<file path="config.mk">
export PLATFORM = sky130hd
export DESIGN_NAME = io_write_arbiter
export DESIGN_NICKNAME = d
export VERILOG_FILES = /design/src/rtl/io_write_arbiter.sv
export SDC_FILE = /design/constraint.sdc
export NUM_CORES = 1
export LEC_CHECK = 0
export CORE_ASPECT_RATIO = 0.75
export CORE_MARGIN = 2
export CORE_UTILIZATION = 39
export DETAILED_ROUTE_END_ITERATION = 16
export GPL_ROUTABILITY_DRIVEN = 0
export GPL_TIMING_DRIVEN = 0
export HOLD_SLACK_MARGIN = 0.08
export PLACE_DENSITY = 0.76
export SYNTH_ARGS = -nofsm -noshare
export SYNTH_HDL_FRONTEND = slang
export SYNTH_SLANG_ARGS = --single-unit
</file>
<file path="constraint.sdc">
create_clock -name clk -period 1.65 [get_ports clk]
set_input_delay 0.33 -clock clk [delete_from_list [all_inputs] [get_ports clk]]
set_output_delay 0.33 -clock clk [all_outputs]
set_load 0.01 [all_outputs]
</file>
<file path="src/rtl/io_write_arbiter.sv">
// Round-robin arbiter giving two write masters turns on the memory-mapped I/O bus.
// Each grant issues one registered bus write, acks the winner, then holds off for MIN_GAP idle cycles.
module io_write_arbiter #(
  parameter int                ADDR_W  = 8,
  parameter int                DATA_W  = 8,
  parameter logic [ADDR_W-1:0] IO_BASE = 8'hF0,
  parameter int                MIN_GAP = 1,
  parameter int                GAP_W   = 4
) (
  input  logic              clk,
  input  logic              rst,
  input  logic              req0,
  input  logic [ADDR_W-1:0] addr0,
  input  logic [DATA_W-1:0] data0,
  output logic              ack0,
  input  logic              req1,
  input  logic [ADDR_W-1:0] addr1,
  input  logic [DATA_W-1:0] data1,
  output logic              ack1,
  output logic              bus_en,
  output logic [ADDR_W-1:0] bus_addr,
  output logic [DATA_W-1:0] bus_data,
  output logic              err,
  output logic              busy,
  output logic              grant_id
);

  typedef enum logic [1:0] {IDLE, ISSUE, ACK, GAP} state_e;

  localparam logic [GAP_W-1:0] GAP_LOAD = GAP_W'(MIN_GAP);

  state_e              state_q, state_d;
  logic [GAP_W-1:0]    gap_q, gap_d;
  logic                last_grant_q, last_grant_d;
  logic                err_flag_q, err_flag_d;
  logic                bus_en_q, bus_en_d;
  logic                ack0_q, ack0_d;
  logic                ack1_q, ack1_d;
  logic                err_q, err_d;
  logic                busy_q, busy_d;
  logic                grant_q, grant_d;
  logic [ADDR_W-1:0]   bus_addr_q, bus_addr_d;
  logic [DATA_W-1:0]   bus_data_q, bus_data_d;

  // On a tie the requester that was not served last wins.
  logic              win1;
  logic [ADDR_W-1:0] win_addr;
  logic [DATA_W-1:0] win_data;

  assign win1     = req1 & (~req0 | ~last_grant_q);
  assign win_addr = win1 ? addr1 : addr0;
  assign win_data = win1 ? data1 : data0;

  // State register
  always_ff @(posedge clk or negedge rst) begin
    // NOTE: sequential state uses non-blocking assignments so every register samples pre-edge values.
    if (!rst) begin
      state_q <= IDLE;
    end else begin
      state_q <= state_d;
    end
  end

  // Next-state logic
  always_comb begin
    // NOTE: default first so no path leaves state_d unassigned and infers a latch.
    state_d = state_q;
    unique case (state_q)
      IDLE:  if (req0 || req1) state_d = ISSUE;
      ISSUE: state_d = ACK;
      ACK:   state_d = (MIN_GAP > 0) ? GAP : IDLE;
      GAP:   if (gap_q <= GAP_W'(1)) state_d = IDLE;
      default: state_d = IDLE;
    endcase
  end

  // Output and datapath next values; everything lands in a register before leaving the block.
  always_comb begin
    gap_d        = gap_q;
    last_grant_d = last_grant_q;
    err_flag_d   = err_flag_q;
    bus_addr_d   = bus_addr_q;
    bus_data_d   = bus_data_q;
    grant_d      = grant_q;
    bus_en_d     = 1'b0;
    ack0_d       = 1'b0;
    ack1_d       = 1'b0;
    err_d        = 1'b0;
    unique case (state_q)
      IDLE: begin
        if (req0 || req1) begin
          bus_addr_d   = win_addr;
          bus_data_d   = win_data;
          grant_d      = win1;
          last_grant_d = win1;
          bus_en_d     = (win_addr >= IO_BASE);
          err_flag_d   = (win_addr < IO_BASE);
        end
      end
      ISSUE: begin
        ack0_d = ~grant_q;
        ack1_d = grant_q;
        err_d  = err_flag_q;
      end
      ACK: gap_d = GAP_LOAD;
      GAP: gap_d = gap_q - GAP_W'(1);
      default: ;
    endcase
    busy_d = (state_d != IDLE);
  end

  always_ff @(posedge clk or negedge rst) begin
    if (!rst) begin
      gap_q        <= '0;
      last_grant_q <= 1'b1;
      err_flag_q   <= 1'b0;
      bus_en_q     <= 1'b0;
      ack0_q       <= 1'b0;
      ack1_q       <= 1'b0;
      err_q        <= 1'b0;
      busy_q       <= 1'b0;
      grant_q      <= 1'b0;
      bus_addr_q   <= '0;
      bus_data_q   <= '0;
    end else begin
      gap_q        <= gap_d;
      last_grant_q <= last_grant_d;
      err_flag_q   <= err_flag_d;
      bus_en_q     <= bus_en_d;
      ack0_q       <= ack0_d;
      ack1_q       <= ack1_d;
      err_q        <= err_d;
      busy_q       <= busy_d;
      grant_q      <= grant_d;
      bus_addr_q   <= bus_addr_d;
      bus_data_q   <= bus_data_d;
    end
  end

  assign bus_en   = bus_en_q;
  assign ack0     = ack0_q;
  assign ack1     = ack1_q;
  assign err      = err_q;
  assign busy     = busy_q;
  assign grant_id = grant_q;
  assign bus_addr = bus_addr_q;
  assign bus_data = bus_data_q;

endmodule

</file>
==> impl_results.md, run 1 <==
- Starting DRT DRC Count: 20
- CP bufs+invs: 2
- Placed cell areas: 2090 sq um
- Yosys warns: 0
- Crit path max-delay cell type: dfrtp_1
- Die X: 74.5 um
- Finished layout cell area: about 2200 sq um
- Vias: 1,071
- # diodes: 0
- Slowest stage delay, CP: roughly 470 ps
- Flop2flop setup slack: between 90 and 100 ps
- Via density: roughly 4.7
- DRC violations left: 0
- Area growth, synth to finish: 52.7%
- Remaining global-route overflow: 0
- Final setup violating endpoints: 0
- Leak Pwr: 0.935 nW
- # fillers: between 200 and 300
- Crit-path max FO: 10
- Syn nets: approximately 150
- Endpoints failing hold: 0
- CTS Buf Count: 5
- FF+latch count, synth: 30
- CP required: 1820 ps
- Top Ports: just under 60
- Hold Path Class: in -> async
- Pwr Density: roughly 1600 nW/um^2
- Hold buffers post-CTS: 0
- Mean Syn Cell Area: 13.6 sq um
- Routed wire length: about 3.3 mm
- Synth Instances: ~110
- Endpoint type of the worst setup path: flop
- Worst R2R End: bus_addr[6]
- DIE HEIGHT: 56.9 um
- Post-layout power: 0.00357 W
- Fin worst setup slack: approximately 95 ps
- H-tree depth: 2
- CP startpoint: state_q[0]
- Synth unique cells: 31
- Syn Std Cell Area: ~1500 sq um
- Most frequent cells in the layout: clkdlybuf4s50_1 (54), dfrtp_1 (29), mux2_2 (24)
- Post-Synth Simple-Gate Area: around 8.4%
- Fin crit period: roughly 1600 ps
- Final Core Density: between 60% and 70%
- Worst Path Arrival: ~1700 ps
- Number of max-cap violations: 0
- DIE AREA: about 4200 sq um
- Post-synthesis mux area share: about 28%
- Hpwl dp: ~2.4 mm
- Clk sinks: 30
- Clk root buf: clkbuf_8
- Pre-CTS setup slack: -671 ps
- Drt first pass iters: 4
- Setup TNS: 0 ps
- RSZ-0062 raised after global routing: no
- Slew HR: between 50 and 60%
- Vias in the first global route: around 1,100
- Crit-path cells: nor2_4, and2_4, buf_6, buf_12, mux2_4
- Initial antenna violation count: 0
- Post-Synth Adder-Cell Area: 1.72%
- Row count: 19
- Total track usage: between 15 and 20%
- Clock skew: between 5 and 6 ps
- First-pass GRT wire length: 5.24 mm
- Met2 wire len: 1.48 mm
- Peak supply drop: 0.874 mV
- WL met3: 325 um
- Slew @ Worst Pin: 644 ps
- Clk buf depth: 2
- Clock slew at reported path FFs: 70 ps
- Core area: approximately 3600 sq um
- Outcome: complete, no violations
- CTS tree: yes
- Proportion of layout cells with a drive suffix above 1: 30.3%
- Layout net count: between 200 and 250
- FF-to-FF path depth: 5
- Uppermost routed layer: met4
- Fin. max-slew vios: 0
- Largest net degree at the start of global routing: 31
- Final Cycle Share: between 90% and 100%
- Worst skew pair latency: slightly below 300 ps
- XOR/XNOR Fraction of Synth Area: 0%
- Critical R2R Launch: state_q[0]
- Initial Util: approximately 40%
- CP delay by family, top: flip-flops
- Compound-Gate Fraction of Synth Area: slightly above 6%
- Detail Route Antenna Nets: 0
- FMAX: 643 MHz
- Crit Path Class: reg -> reg
- Register area share after synthesis: 51.8%
- Startpoint types: flop
- Met1 Wirelength: 1.44 mm
- Largest family of logic cells by synthesized area: multiplexers
- Commonest non-fill, non-tap cell in the layout: clkdlybuf4s50_1
- Avg WL per Cell: roughly 15 um
- PortBufs: 57
registers in the layout, summed over array words and instances, names as in the netlist:
register      flops
bus_data          8
err               1
err_flag_q        1
bus_addr          8
last_grant_q      1
busy              1
ack0              1
state_q           2
bus_en            1
gap_q             4
ack1              1
grant_id          1
synthesized netlist by cell type:
master | count | area (sq um)
a21boi_2 | 1 | 11.3
dfrtp_1 | 29 | 726
o21ai_0 | 2 | 10.0
or2_4 | 1 | 8.76
a21oi_1 | 2 | 10.0
and4_1 | 1 | 8.76
mux2_2 | 24 | 270
nor2b_1 | 1 | 6.26
o22ai_1 | 2 | 12.5
buf_6 | 1 | 11.3
a31oi_1 | 2 | 12.5
a21o_1 | 2 | 15.0
o2bb2ai_1 | 1 | 8.76
nand3b_1 | 1 | 7.51
nor4bb_1 | 1 | 10.0
mux2_4 | 8 | 120
dfstp_2 | 1 | 26.3
nor2_2 | 1 | 6.26
nand2_1 | 4 | 15.0
inv_1 | 6 | 22.5
or2_2 | 1 | 6.26
buf_12 | 1 | 20.0
mux2i_1 | 1 | 10.0
and2_4 | 1 | 8.76
nor3_1 | 3 | 15.0
ha_1 | 2 | 25.0
a41oi_1 | 1 | 8.76
nand2b_1 | 1 | 6.26
buf_4 | 1 | 7.51
nor3b_1 | 3 | 22.5
clkbuf_1 | 1 | 3.75
power by group:
part | total (W) | internal, W | switching [W] | leakage [nW]
clock network | 0.000614 | 0.000334 | 0.000279 | 0.0472
logic | 0.00165 | 0.00103 | 0.000616 | 0.529
registers | 0.00131 | 0.00108 | 0.000229 | 0.359
total | 0.00357 | 0.00245 | 0.00112 | 0.935
cells by family after synthesis:
logic type	after synthesis
and+or+nand+nor	19
adders and majority gates	2
AOI/OAI and AO/OA	13
buffers and inverters	10
muxes	33
DFF	30
area by class of cell:
class | instances | area (sq um) | share of cell area, %
Sequential cell | 30 | 752 | 33.9
Multi-Input combinational cell | 67 | 648 | 29.2
Timing Repair Buffer | 60 | 589 | 26.6
Clock buffer | 6 | 82.6 | 3.72
Tap cell | 52 | 65.1 | 2.93
Buffer | 4 | 46.3 | 2.09
Inverter | 6 | 22.5 | 1.02
Clock inverter | 2 | 12.5 | 0.564
what timing repair did:
item | 4_1_cts | 5_1_grt
hold endpoints to repair | 0 | 0
setup buffers | 2 | 0
endpoints found under the setup margin | 18 | 0
resized for setup | 7 | 0
per-layer routing:
layer  vias to the layer above  global-route usage [%]
met2                        50                    26.7
met1                       499                    20.5
met3                         5                    7.90
li1                        517                       -
met5                         -                       0
met4                         0                    6.89
worst max path at each step:
stage	cells past startpoint	slack, ps	end
6_report	5	100	bus_addr[6]
5_1_grt	5	40	bus_data[7]
4_1_cts	1	40	bus_addr[6]
3_5_place_dp	5	-670	bus_data[5]
3_3_place_gp	5	-620	bus_data[5]
2_1_floorplan	4	70	bus_data[3]
through the flow:
step | hold WS (ps) | std cells
2_1_floorplan | 34.4 | 107
3_3_place_gp | 463 | 216
3_5_place_dp | 483 | 216
4_1_cts | 470 | 227
5_1_grt | 107 | 227
6_report | 61.6 | 227
Power figures use the tool's default switching activity.
==> run 2, diff against run 1 <==
==> constraint.sdc (replaced) <==
create_clock -name clk -period 1.39 [get_ports clk]
set_input_delay 0.278 -clock clk [delete_from_list [all_inputs] [get_ports clk]]
set_output_delay 0.278 -clock clk [all_outputs]
set_load 0.01 [all_outputs]
==> impl_results.md, run 2 (synthesis gave the netlist of run 1 again) <==
- Outcome: finished with violations
- Failing checks: setup timing
- Hold Path End: last_grant_q
- Post-layout power: around 0.0046 W
- Via density: between 4 and 5
- Initial antenna violation count: 0
- Startpoint types: flop
- H-tree depth: 2
- Setup TNS: -1410 ps
- CTS tree: yes
- Critical R2R Launch: last_grant_q
- FMAX: around 670 MHz
- Clock skew: roughly 4.2 ps
- Slew @ Worst Pin: about 660 ps
- Clock share of power: a little under a quarter
- Proportion of layout cells with a drive suffix above 1: approximately a third
- CP startpoint: last_grant_q
- CTS Buf Count: 5
- # fillers: 283
- Total track usage: between 10% and 20%
- Clk sinks: 30
- PortBufs: 57
- DIE AREA: 4230 sq um
- DIE HEIGHT: roughly 57 um
- Core area: 3610 sq um
- Flop2flop setup slack: -110 ps
- RSZ-0062 raised after global routing: yes
- Most frequent cells in the layout: clkdlybuf4s50_1 (32), dfrtp_1 (28), dlygate4sd2_1 (24)
- Switch share: a little over 30%
- CP delay by family, top: multiplexers
- Endpoints failing hold: 0
- Area growth, synth to finish: 60.6%
- Part of the power in registers: between 30% and 40%
- Vias in the first global route: ~1,100
- Hpwl dp: roughly 2.4 mm
- Die X: between 70 and 80 um
- Final setup violating endpoints: 16
- Worst skew pair latency: 280 ps
- Endpoint type of the worst setup path: flop
- Row count: 19
- Clk root buf: clkbuf_8
- Top Ports: between 50 and 60
- Starting DRT DRC Count: 54
- Fin. max-slew vios: 0
- CP bufs+invs: 1
- Number of max-cap violations: 0
- Crit path max-delay cell type: dfstp_2
- Worst R2R End: bus_addr[6]
- CP required: roughly 1600 ps
- Fin crit period: 1500 ps
- Crit Path Class: reg -> reg
- Commonest non-fill, non-tap cell in the layout: clkdlybuf4s50_1
- Remaining global-route overflow: 0
- # placed instances: between 200 and 250
- Detail Route Antenna Nets: 0
- Worst Path Arrival: roughly 1700 ps
- Final Cycle Share: 108%
- Initial Util: around 40%
- Hold_sp: req0
- Crit-path cells: a21boi_4, buf_6, mux2_2, mux2_4
- Slew HR: between 50% and 60%
- Final cell count without fillers: between 200 and 250
- Leak Pwr: 1.06 nW
- Gate power share: between 40% and 50%
- Fin worst setup slack: -107 ps
- Peak supply drop: ~0.99 mV
- Layout net count: around 220
- Routed wire length: ~3.5 mm
- Hold Path Class: in -> reg
- First-pass GRT wire length: a little over 5 mm
- Clk buf depth: 2
- Internal Pwr Total: roughly 0.0032 W
- Crit-path max FO: 4
- # diodes: 0
- Slowest stage delay, CP: a little under 400 ps
- Hold Path Depth: 2
- Drt first pass iters: 4
- Clock slew at reported path FFs: 70 ps
- Avg WL per Cell: about 15 um
- Pwr Density: just under 2000 nW/um^2
- Vias: approximately 1,100
- Sw Pwr: between 0.001 and 0.0015 W
- DRC violations left: 0
- FF-to-FF path depth: 4
- Largest net degree at the start of global routing: 31
run 2: changes by cell type in the layout (fill, tap and decap cells not counted), sizes merged, moves of 2 or more:
cell and delta:
clkdlybuf4s50 -22, dlygate4sd2 +22, bufinv +2, buf +3
run 2: metal layers:
layer  share of wire, %  track usage, %
met5                  0               0
met4               0.35            5.36
met3                6.8            4.49
met2                 50            29.2
met1                 43            19.2
run 2: final cells by class:
type                            count  area (sq um)  share of cell area (%)
Sequential cell                    30           753                    32.3
Multi-Input combinational cell     67           707                    30.3
Timing Repair Buffer               64           594                    25.5
Clock buffer                        6          82.6                    3.54
Tap cell                           52          65.1                    2.79
Clock inverter                      2          60.1                    2.58
Buffer                              4          47.5                    2.04
Inverter                            6          22.5                   0.966
run 2: worst max-delay path by stage:
stage	endpoint	slack (ps)	cells after the start
CTS	bus_addr[7]	-100	4
finish	bus_addr[6]	-110	4
global route	bus_addr[6]	-140	4
global placement	bus_addr[3]	-680	5
detailed placement	bus_data[5]	-710	5
floorplan	bus_data[3]	-90	4
run 2: power groups by stage:
stage	sequential (W)	combinational [W]	clock (W)
after CTS	0.00154	0.00182	0.00112
after detailed placement	0.00157	0.00193	0
final	0.00155	0.00193	0.00109
after global placement	0.00155	0.00189	0
after floorplan	0.00167	0.000941	0
after global routing	0.00161	0.00210	0.00115
run 2: metrics by stage:
stage	setup slack (ps)	util, %	area [sq um]	hold WS [ps]
2_1_floorplan	-94.0	-	1470	-17.6
6_report	-107	64.5	2330	435
3_5_place_dp	-707	58.2	2100	454
5_1_grt	-143	64.5	2330	450
4_1_cts	-95.9	62.6	2260	429
3_3_place_gp	-680	58.2	2100	442
run 2: worst reg2reg max path, delay by kind of cell, from the launching register on:
| kind | cells | cell delay, ps |
|---|---|---|
| compound gates | 1 | 210 |
| flops | 1 | 390 |
| mux | 2 | 640 |
| buf+inv | 1 | 150 |
run 2: timing repair:
item | in CTS | in global routing
pin swaps | 2 | 2
hold buffers | 0 | 1
setup buffers | 5 | 0
gates resized for setup | 27 | 16
endpoints found under the setup margin | 72 | 20
gates cloned | 1 | 0
hold endpoints to repair | 0 | 26
